**src/rtl/load_pkg.sv**
```systemverilog
// Shared definitions for the memory-stage load unit: op codes, FSM states
// and the default data-side memory map.
package load_pkg;

    localparam logic [2:0] LD_LW  = 3'd1;
    localparam logic [2:0] LD_LH  = 3'd2;
    localparam logic [2:0] LD_LHU = 3'd3;
    localparam logic [2:0] LD_LB  = 3'd4;
    localparam logic [2:0] LD_LBU = 3'd5;
    localparam logic [2:0] LD_LWU = 3'd6;
    localparam logic [2:0] LD_LD  = 3'd7;

    typedef enum logic [1:0] {
        ST_IDLE = 2'd0,
        ST_BUS  = 2'd1,
        ST_RSP  = 2'd2
    } state_e;

    localparam logic [31:0] DM_TOP_DEF   = 32'h0000_2fff;
    localparam logic [31:0] TC0_BASE_DEF = 32'h0000_7f00;
    localparam logic [31:0] TC1_BASE_DEF = 32'h0000_7f10;
    localparam logic [31:0] IRQ_BASE_DEF = 32'h0000_7f20;
    localparam logic [31:0] TC_SPAN      = 32'd12;
    localparam logic [31:0] IRQ_SPAN     = 32'd4;

    function automatic logic is_sub_word(input logic [2:0] op);
        return (op == LD_LH) || (op == LD_LHU) || (op == LD_LB) || (op == LD_LBU);
    endfunction

endpackage

```
**src/rtl/load_ext.sv**
```systemverilog
// Lane select and sign/zero extension of a returned bus word.
module load_ext
    import load_pkg::*;
#(
    parameter int DATA_W = 32
) (
    input  logic [2:0]                   op_i,
    input  logic [$clog2(DATA_W/8)-1:0]  off_i,
    input  logic [DATA_W-1:0]            word_i,
    output logic [DATA_W-1:0]            data_o
);

    logic [DATA_W-1:0] shifted;

    // Bring the addressed lane down to bit 0; little-endian byte order.
    assign shifted = word_i >> {off_i, 3'b000};

    always_comb begin
        data_o = '0;
        case (op_i)
            LD_LW:   data_o = DATA_W'(signed'(shifted[31:0]));
            LD_LWU:  data_o = DATA_W'(shifted[31:0]);
            LD_LH:   data_o = DATA_W'(signed'(shifted[15:0]));
            LD_LHU:  data_o = DATA_W'(shifted[15:0]);
            LD_LB:   data_o = DATA_W'(signed'(shifted[7:0]));
            LD_LBU:  data_o = DATA_W'(shifted[7:0]);
            LD_LD:   data_o = shifted;
            default: data_o = '0;
        endcase
    end

endmodule

```
**src/rtl/m_load_unit.sv**
```systemverilog
// Handshaked load unit: address checks, word-aligned bus read, lane extract.
// Optional bus-wait timeout enabled by defining LOAD_TIMEOUT_EN.
module m_load_unit
    import load_pkg::*;
#(
    parameter int          DATA_W   = 32,
    parameter int          ADDR_W   = 32,
    parameter logic [31:0] DM_TOP   = DM_TOP_DEF,
    parameter logic [31:0] TC0_BASE = TC0_BASE_DEF,
    parameter logic [31:0] TC1_BASE = TC1_BASE_DEF,
    parameter logic [31:0] IRQ_BASE = IRQ_BASE_DEF,
    parameter int          TIMEOUT  = 16
) (
    input  logic              clk,
    input  logic              reset,
    input  logic              req_valid,
    output logic              req_ready,
    input  logic [2:0]        req_op,
    input  logic [ADDR_W-1:0] req_addr,
    input  logic              req_ov,
    output logic              bus_req,
    output logic [ADDR_W-1:0] bus_addr,
    input  logic              bus_ack,
    input  logic [DATA_W-1:0] bus_rdata,
    output logic              rsp_valid,
    input  logic              rsp_ready,
    output logic [DATA_W-1:0] rsp_data,
    output logic              rsp_exc,
    output logic              rsp_tmo
);

    localparam int OFF_W = $clog2(DATA_W/8);

    state_e            state_q, state_d;
    logic [2:0]        op_q, op_d;
    logic [OFF_W-1:0]  off_q, off_d;
    logic [ADDR_W-1:0] bus_addr_q, bus_addr_d;
    logic [DATA_W-1:0] rsp_data_q, rsp_data_d;
    logic              rsp_exc_q, rsp_exc_d;
    logic [DATA_W-1:0] ext_data;

    logic op_legal, misaligned, in_ram, in_tc, in_irq, req_exc;

    always_comb begin
        op_legal   = 1'b1;
        misaligned = 1'b0;
        case (req_op)
            LD_LW, LD_LWU: misaligned = |req_addr[1:0];
            LD_LH, LD_LHU: misaligned = req_addr[0];
            LD_LB, LD_LBU: misaligned = 1'b0;
            LD_LD: begin
                op_legal   = (DATA_W == 64);
                misaligned = |req_addr[2:0];
            end
            default: op_legal = 1'b0;
        endcase
    end

    assign in_ram = req_addr <= ADDR_W'(DM_TOP);
    assign in_tc  = ((req_addr >= ADDR_W'(TC0_BASE)) && (req_addr < ADDR_W'(TC0_BASE + TC_SPAN)))
                 || ((req_addr >= ADDR_W'(TC1_BASE)) && (req_addr < ADDR_W'(TC1_BASE + TC_SPAN)));
    assign in_irq = (req_addr >= ADDR_W'(IRQ_BASE)) && (req_addr < ADDR_W'(IRQ_BASE + IRQ_SPAN));

    // Timer registers only tolerate full-word reads.
    assign req_exc = req_ov || !op_legal || misaligned
                  || (is_sub_word(req_op) && in_tc)
                  || !(in_ram || in_tc || in_irq);

    load_ext #(.DATA_W(DATA_W)) u_ext (
        .op_i   (op_q),
        .off_i  (off_q),
        .word_i (bus_rdata),
        .data_o (ext_data)
    );

`ifdef LOAD_TIMEOUT_EN
    localparam int CNT_W = $clog2(TIMEOUT+1);
    logic [CNT_W-1:0] cnt_q, cnt_d;
    logic             rsp_tmo_q, rsp_tmo_d;
    assign rsp_tmo = rsp_tmo_q;
`else
    assign rsp_tmo = 1'b0;
`endif

    always_comb begin
        state_d    = state_q;
        op_d       = op_q;
        off_d      = off_q;
        bus_addr_d = bus_addr_q;
        rsp_data_d = rsp_data_q;
        rsp_exc_d  = rsp_exc_q;
`ifdef LOAD_TIMEOUT_EN
        cnt_d      = cnt_q;
        rsp_tmo_d  = rsp_tmo_q;
`endif
        case (state_q)
            ST_IDLE: begin
                if (req_valid) begin
                    op_d       = req_op;
                    off_d      = req_addr[OFF_W-1:0];
                    rsp_data_d = '0;
                    rsp_exc_d  = req_exc;
`ifdef LOAD_TIMEOUT_EN
                    cnt_d      = '0;
                    rsp_tmo_d  = 1'b0;
`endif
                    if (req_exc) begin
                        state_d = ST_RSP;
                    end else begin
                        bus_addr_d = {req_addr[ADDR_W-1:OFF_W], OFF_W'(0)};
                        state_d    = ST_BUS;
                    end
                end
            end
            ST_BUS: begin
                if (bus_ack) begin
                    rsp_data_d = ext_data;
                    state_d    = ST_RSP;
                end
`ifdef LOAD_TIMEOUT_EN
                else if (cnt_q == CNT_W'(TIMEOUT)) begin
                    rsp_exc_d = 1'b1;
                    rsp_tmo_d = 1'b1;
                    state_d   = ST_RSP;
                end else begin
                    cnt_d = cnt_q + 1'b1;
                end
`endif
            end
            ST_RSP: begin
                if (rsp_ready) state_d = ST_IDLE;
            end
            default: state_d = ST_IDLE;
        endcase
    end

    always_ff @(posedge clk) begin
        if (!reset) begin
            state_q    <= ST_IDLE;
            op_q       <= '0;
            off_q      <= '0;
            bus_addr_q <= '0;
            rsp_data_q <= '0;
            rsp_exc_q  <= 1'b0;
`ifdef LOAD_TIMEOUT_EN
            cnt_q      <= '0;
            rsp_tmo_q  <= 1'b0;
`endif
        end else begin
            state_q    <= state_d;
            op_q       <= op_d;
            off_q      <= off_d;
            bus_addr_q <= bus_addr_d;
            rsp_data_q <= rsp_data_d;
            rsp_exc_q  <= rsp_exc_d;
`ifdef LOAD_TIMEOUT_EN
            cnt_q      <= cnt_d;
            rsp_tmo_q  <= rsp_tmo_d;
`endif
        end
    end

    assign req_ready = reset && (state_q == ST_IDLE);
    assign bus_req   = (state_q == ST_BUS);
    assign rsp_valid = (state_q == ST_RSP);
    assign bus_addr  = bus_addr_q;
    assign rsp_data  = rsp_data_q;
    assign rsp_exc   = rsp_exc_q;

endmodule

```
**config.mk**
```make
export PLATFORM = sky130hd
export DESIGN_NAME = m_load_unit
export DESIGN_NICKNAME = d
export VERILOG_FILES = /design/src/rtl/load_pkg.sv /design/src/rtl/load_ext.sv /design/src/rtl/m_load_unit.sv
export SDC_FILE = /design/constraint.sdc
export NUM_CORES = 1
export LEC_CHECK = 0
export CORE_MARGIN = 8
export CORE_UTILIZATION = 46
export DETAILED_ROUTE_END_ITERATION = 8
export GPL_TIMING_DRIVEN = 0
export PLACE_DENSITY = 0.91
export SYNTH_ARGS = -nofsm -noshare
export SYNTH_HDL_FRONTEND = slang
export SYNTH_HIERARCHICAL = 1
export SYNTH_SLANG_ARGS = --single-unit
```
**constraint.sdc**
```tcl
create_clock -name clk -period 7.7 [get_ports clk]
set_clock_uncertainty 0.1 [all_clocks]
set_input_delay 2.31 -clock clk [delete_from_list [all_inputs] [get_ports clk]]
set_output_delay 2.31 -clock clk [all_outputs]
set_load 0.05 [all_outputs]
```
**Yosys cells after proc, flatten, opt, wreduce, memory -nomap -nowiden**

Index checks and enable logic that the tools add are counted.

- Eq/ne operators: 19
- Reduce and logical (&&, ||, !) cells: 29
- Multiplexer cells: 11
- $lt $le $gt $ge: 7
- Bitwise gates (word level): 1
- Shifts and indexed selects: 1

Operator list:

| cell | number |
|---|---|
| 32-bit case mux with 5 select lines | 1 |
| 32-bit by 15-bit >= comparator with 1-bit output, second input constant | 3 |
| 32-bit by 15-bit < comparator with 1-bit output, second input constant | 3 |
| 32-bit 2-to-1 mux | 2 |
| 32-bit case mux with 2 select lines | 1 |
| 32-bit by 14-bit <= comparator with 1-bit output, second input constant | 1 |
| 32-bit by 5-bit right shift with 32-bit output | 1 |
| 3-bit equality test, second input constant | 8 |
| 3-bit by 2-bit equality test with 1-bit output, second input constant | 4 |
| 1-bit logical OR | 10 |
| 3-bit AND reduction | 3 |
| 2-bit 2-to-1 mux | 4 |
| 3-bit by 1-bit equality test with 1-bit output, second input constant | 2 |
| 2-bit case mux with 3 select lines | 1 |
| 2-bit OR reduction | 3 |
| 3-bit OR reduction | 2 |
| 6-bit OR reduction | 1 |
| 1-bit logical AND | 5 |
| 2-bit by 1-bit != test with 1-bit output, second input constant | 2 |
| 1-bit case mux with 3 select lines | 1 |
| 2-bit by 1-bit equality test with 1-bit output, second input constant | 1 |
| 2-bit equality test, second input constant | 1 |
| 1-bit logical NOT | 2 |
| 2-bit logical NOT | 1 |
| other kinds (5) | 5 |

- Input bits: 73
- Output and inout bits: 69
- Register bits after elaboration: 70
- Word-level logic and storage cells: 74

**Longest topological paths before layout**

- Depth after elaboration: 11
- Gate-level depth with buffers: 8
- Mapped depth without buffers: 7

**Cells and area by module**

Netlist, hierarchy kept.

By module, submodules not included:

| module | cells an instance | instances | sequential area each (um^2) | area each (um^2) |
|---|---|---|---|---|
| m_load_unit | 275 | 1 | 1401.3 | 2652.5 |
| load_ext | 106 | 1 | 0.0 | 780.7 |

**Worst setup path before layout**

OpenSTA, ideal clock, no wires.

- Kind: input-to-output
- Start point: input port reset
- End point: output port req_ready
- Data required time: 5.290 ns
- Data arrival time: 3.027 ns
- Stages: 2
- Buffers on the path: 0
- Slack: 2.263 ns
- Cell sequence: nand2b_1 > nor2_1

- Word-level cells in the longest chain between the ends: 1

RTL lines:

| element | RTL line | source |
|---|---|---|
| start, declared | m_load_unit.sv:15 | `input logic reset,` |
| 1-bit logical AND | m_load_unit.sv:163 | `assign req_ready = reset && (state_q == ST_IDLE);` |
| end, declared | m_load_unit.sv:17 | `output logic req_ready,` |

Every way passes these cells.

**Final worst setup path**

Ends and elaborated chain as after synthesis.

==> metrics.csv <==
metric;value;unit
grt_pass1_vias;3606;
crit_fanout;3;
setup_viol;0;
tightestPinTransition;0.8360;ns
fillerInstances;546;
critPathCaptureType;output port;
syn_area;3433;um2
cts_resized;0;
final_antenna_net_count;0;
reg2reg_depth;8;
grt_pass1_wl;18.15;mm
crit_type;in -> out;
yosysUniqueCellTypes;52;
final_common_cell;clkdlybuf4s50_1;
ctsHoldBuffers;0;
fin_setup_tns;0;ns
root_buffer;clkbuf_8;
rsz0062_at_grt;no;
synth_cells;381;
min_path_cells;2;
status;finished clean;
htreeDepth;3;
worstReg2RegEnd;rsp_data[7];
die_x;102.4;um
core;7253;um2
clock_latency;0.34;ns
clk_pin_slew;0.08;ns
ios;142;
nets;607;
syn_area_per_cell;9.011;um2
drive_gt1_share;8.194;%
max_cap_violations;0;
netlist.top_cell.by_area;dfxtp_1;
synth_warnings;6;
cellPowerDensity;163.0;nW/um2
grt_start_max_net_pins;14;
ys_seq_area_share;40.82;%
die-area;10480;um2
drc;0;
start_kind;input port;
die_y;102.4;um
area_growth;50.47;%
irDropWorstVdd;0.1142;mV
setup_slack;1.513;ns
via_count;3511;
dpl.hpwl;8.994;mm
holdCritPathClass;reg -> reg;
worst_ep_required_time;5.29;ns
layout_common_cells;clkdlybuf4s50_1 (138), dfxtp_1 (70), nor2_1 (39), nand2_1 (39), a22oi_1 (32);
whs;0.3623;ns
initial_core_util;47.33;%
fin_crit_sh;80.35;%
finalHoldViolCount;0;
design_area;5166;um2
antenna_cells;0;
antenna_found_initial;0;
row_count;31;
arrival;3.78;ns
dpl-instance-area;4946;um2
period_needed;6.187;ns
groute.usage.overall;22.44;%
yosys-top-cells-area;dfxtp_1 (41%), mux2i_1 (8.5%), a22oi_1 (7.0%);
synth_top_area_share;40.82;%
leakagePower;2.056;nW
overflow;0;
hold_end;bus_addr[11];
min_from;bus_addr[11];
via_per_inst;5.520;
cts_buffers;9;
cts_setup_buffers;0;
dp_worst_setup_slack;1.505;ns
slew_violations;0;
reg2reg_slack;5.65;ns
routabilityCongestion;0.9236;
routedWlPerCell;18.33;um
cts_tree;built;
dr.pass1.iters;6;
ys_ff_latch;70;
clockBufferDepth;2;
drt_iter0_markers;140;
numPortBuffers;138;
cts_sinks;70;
critPathLaunch;reset;
rr_startpoint;state_q[0];
maxSlewHeadroom;43.84;%
wl;11.66;mm
fmax;0.1616;GHz
[final cells by class]
type	count	area [um2]	share of cell area, %
multi-input cells	266	1803	34.90
flip-flops and latches	70	1401	27.13
repair buffers	138	1381	26.74
plain buffers	33	183.9	3.560
clock buffers	9	123.9	2.398
well taps	99	123.9	2.398
clock inverters	7	96.34	1.865
inverters	14	52.55	1.017
[synthesized netlist by cell type (all sizes together)]
master	number
a221oi	1
inv	14
nor4	3
nor3b	2
and2	2
o211a	1
dfxtp	70
o311a	1
a311oi	1
o21bai	1
nand4	4
and3	17
nand3	2
o21ai	9
buf	17
o41ai	1
a2bb2oi	6
nor3	2
conb	1
nand2b	2
mux4	1
a21o	1
nand3b	1
ha	2
nor2	39
nor2b	12
o21a	2
or3b	1
o221ai	16
or4	1
or3	2
mux2i	29
a21bo	1
nor4bb	1
nand2	39
o22a	1
a21oi	7
and4bb	1
clkbuf	16
o22ai	2
a22o	1
a22oi	32
a211oi	16
[worst max-delay path by stage]
stage / to / slack, ns
2_1_floorplan: req_ready / 2.26
3_3_place_gp: req_ready / 1.52
3_5_place_dp: req_ready / 1.50
4_1_cts: req_ready / 1.50
5_1_grt: req_ready / 1.43
6_report: req_ready / 1.51
[metal layers]
layer	GRT usage [%]	up-vias	share of wire [%]
li1	-	1692	-
met4	9.368	0	1.9
met2	36.58	188	46
met5	0	-	0
met1	24.42	1611	40
met3	10.69	20	13
[sequential cells by signal (all words and copies together), names as in the netlist]
signal,cells
bus_addr,30
off_q,2
op_q,3
rsp_data,32
state_q,2
rsp_exc,1
[metrics by stage]
step	total power, W	utilization (%)	instances
2_1_floorplan	0.0004512	-	383
3_3_place_gp	0.0005128	68.19	620
3_5_place_dp	0.0005151	68.19	620
4_1_cts	0.0008439	71.23	636
5_1_grt	0.0008700	71.23	636
6_report	0.0008419	71.23	636
[critical path: stages]
cell and delay (ns):
clkdlybuf4s50_1 0.47, nand2b_1 0.09, nor2_1 0.10, clkdlybuf4s50_1 0.81
[where the power goes]
part | internal (W) | switching [W] | total [W]
combinational | 0.0000683 | 0.0000744 | 0.000143
clock | 0.000183 | 0.000149 | 0.000332
sequential | 0.000364 | 0.00000277 | 0.000367
[kinds of logic after synthesis]
group                    share of synthesized area (%)
AND/OR/NAND/NOR                                  19.97
multiplexers                                     9.111
AO/OA/AOI/OAI                                    22.38
other                                           0.1092
buffers and inverters                            6.888
adder cells (fa/ha/maj)                         0.7287
flip-flops                                       40.82
Note: power is estimated with default switching activity, not from simulation.
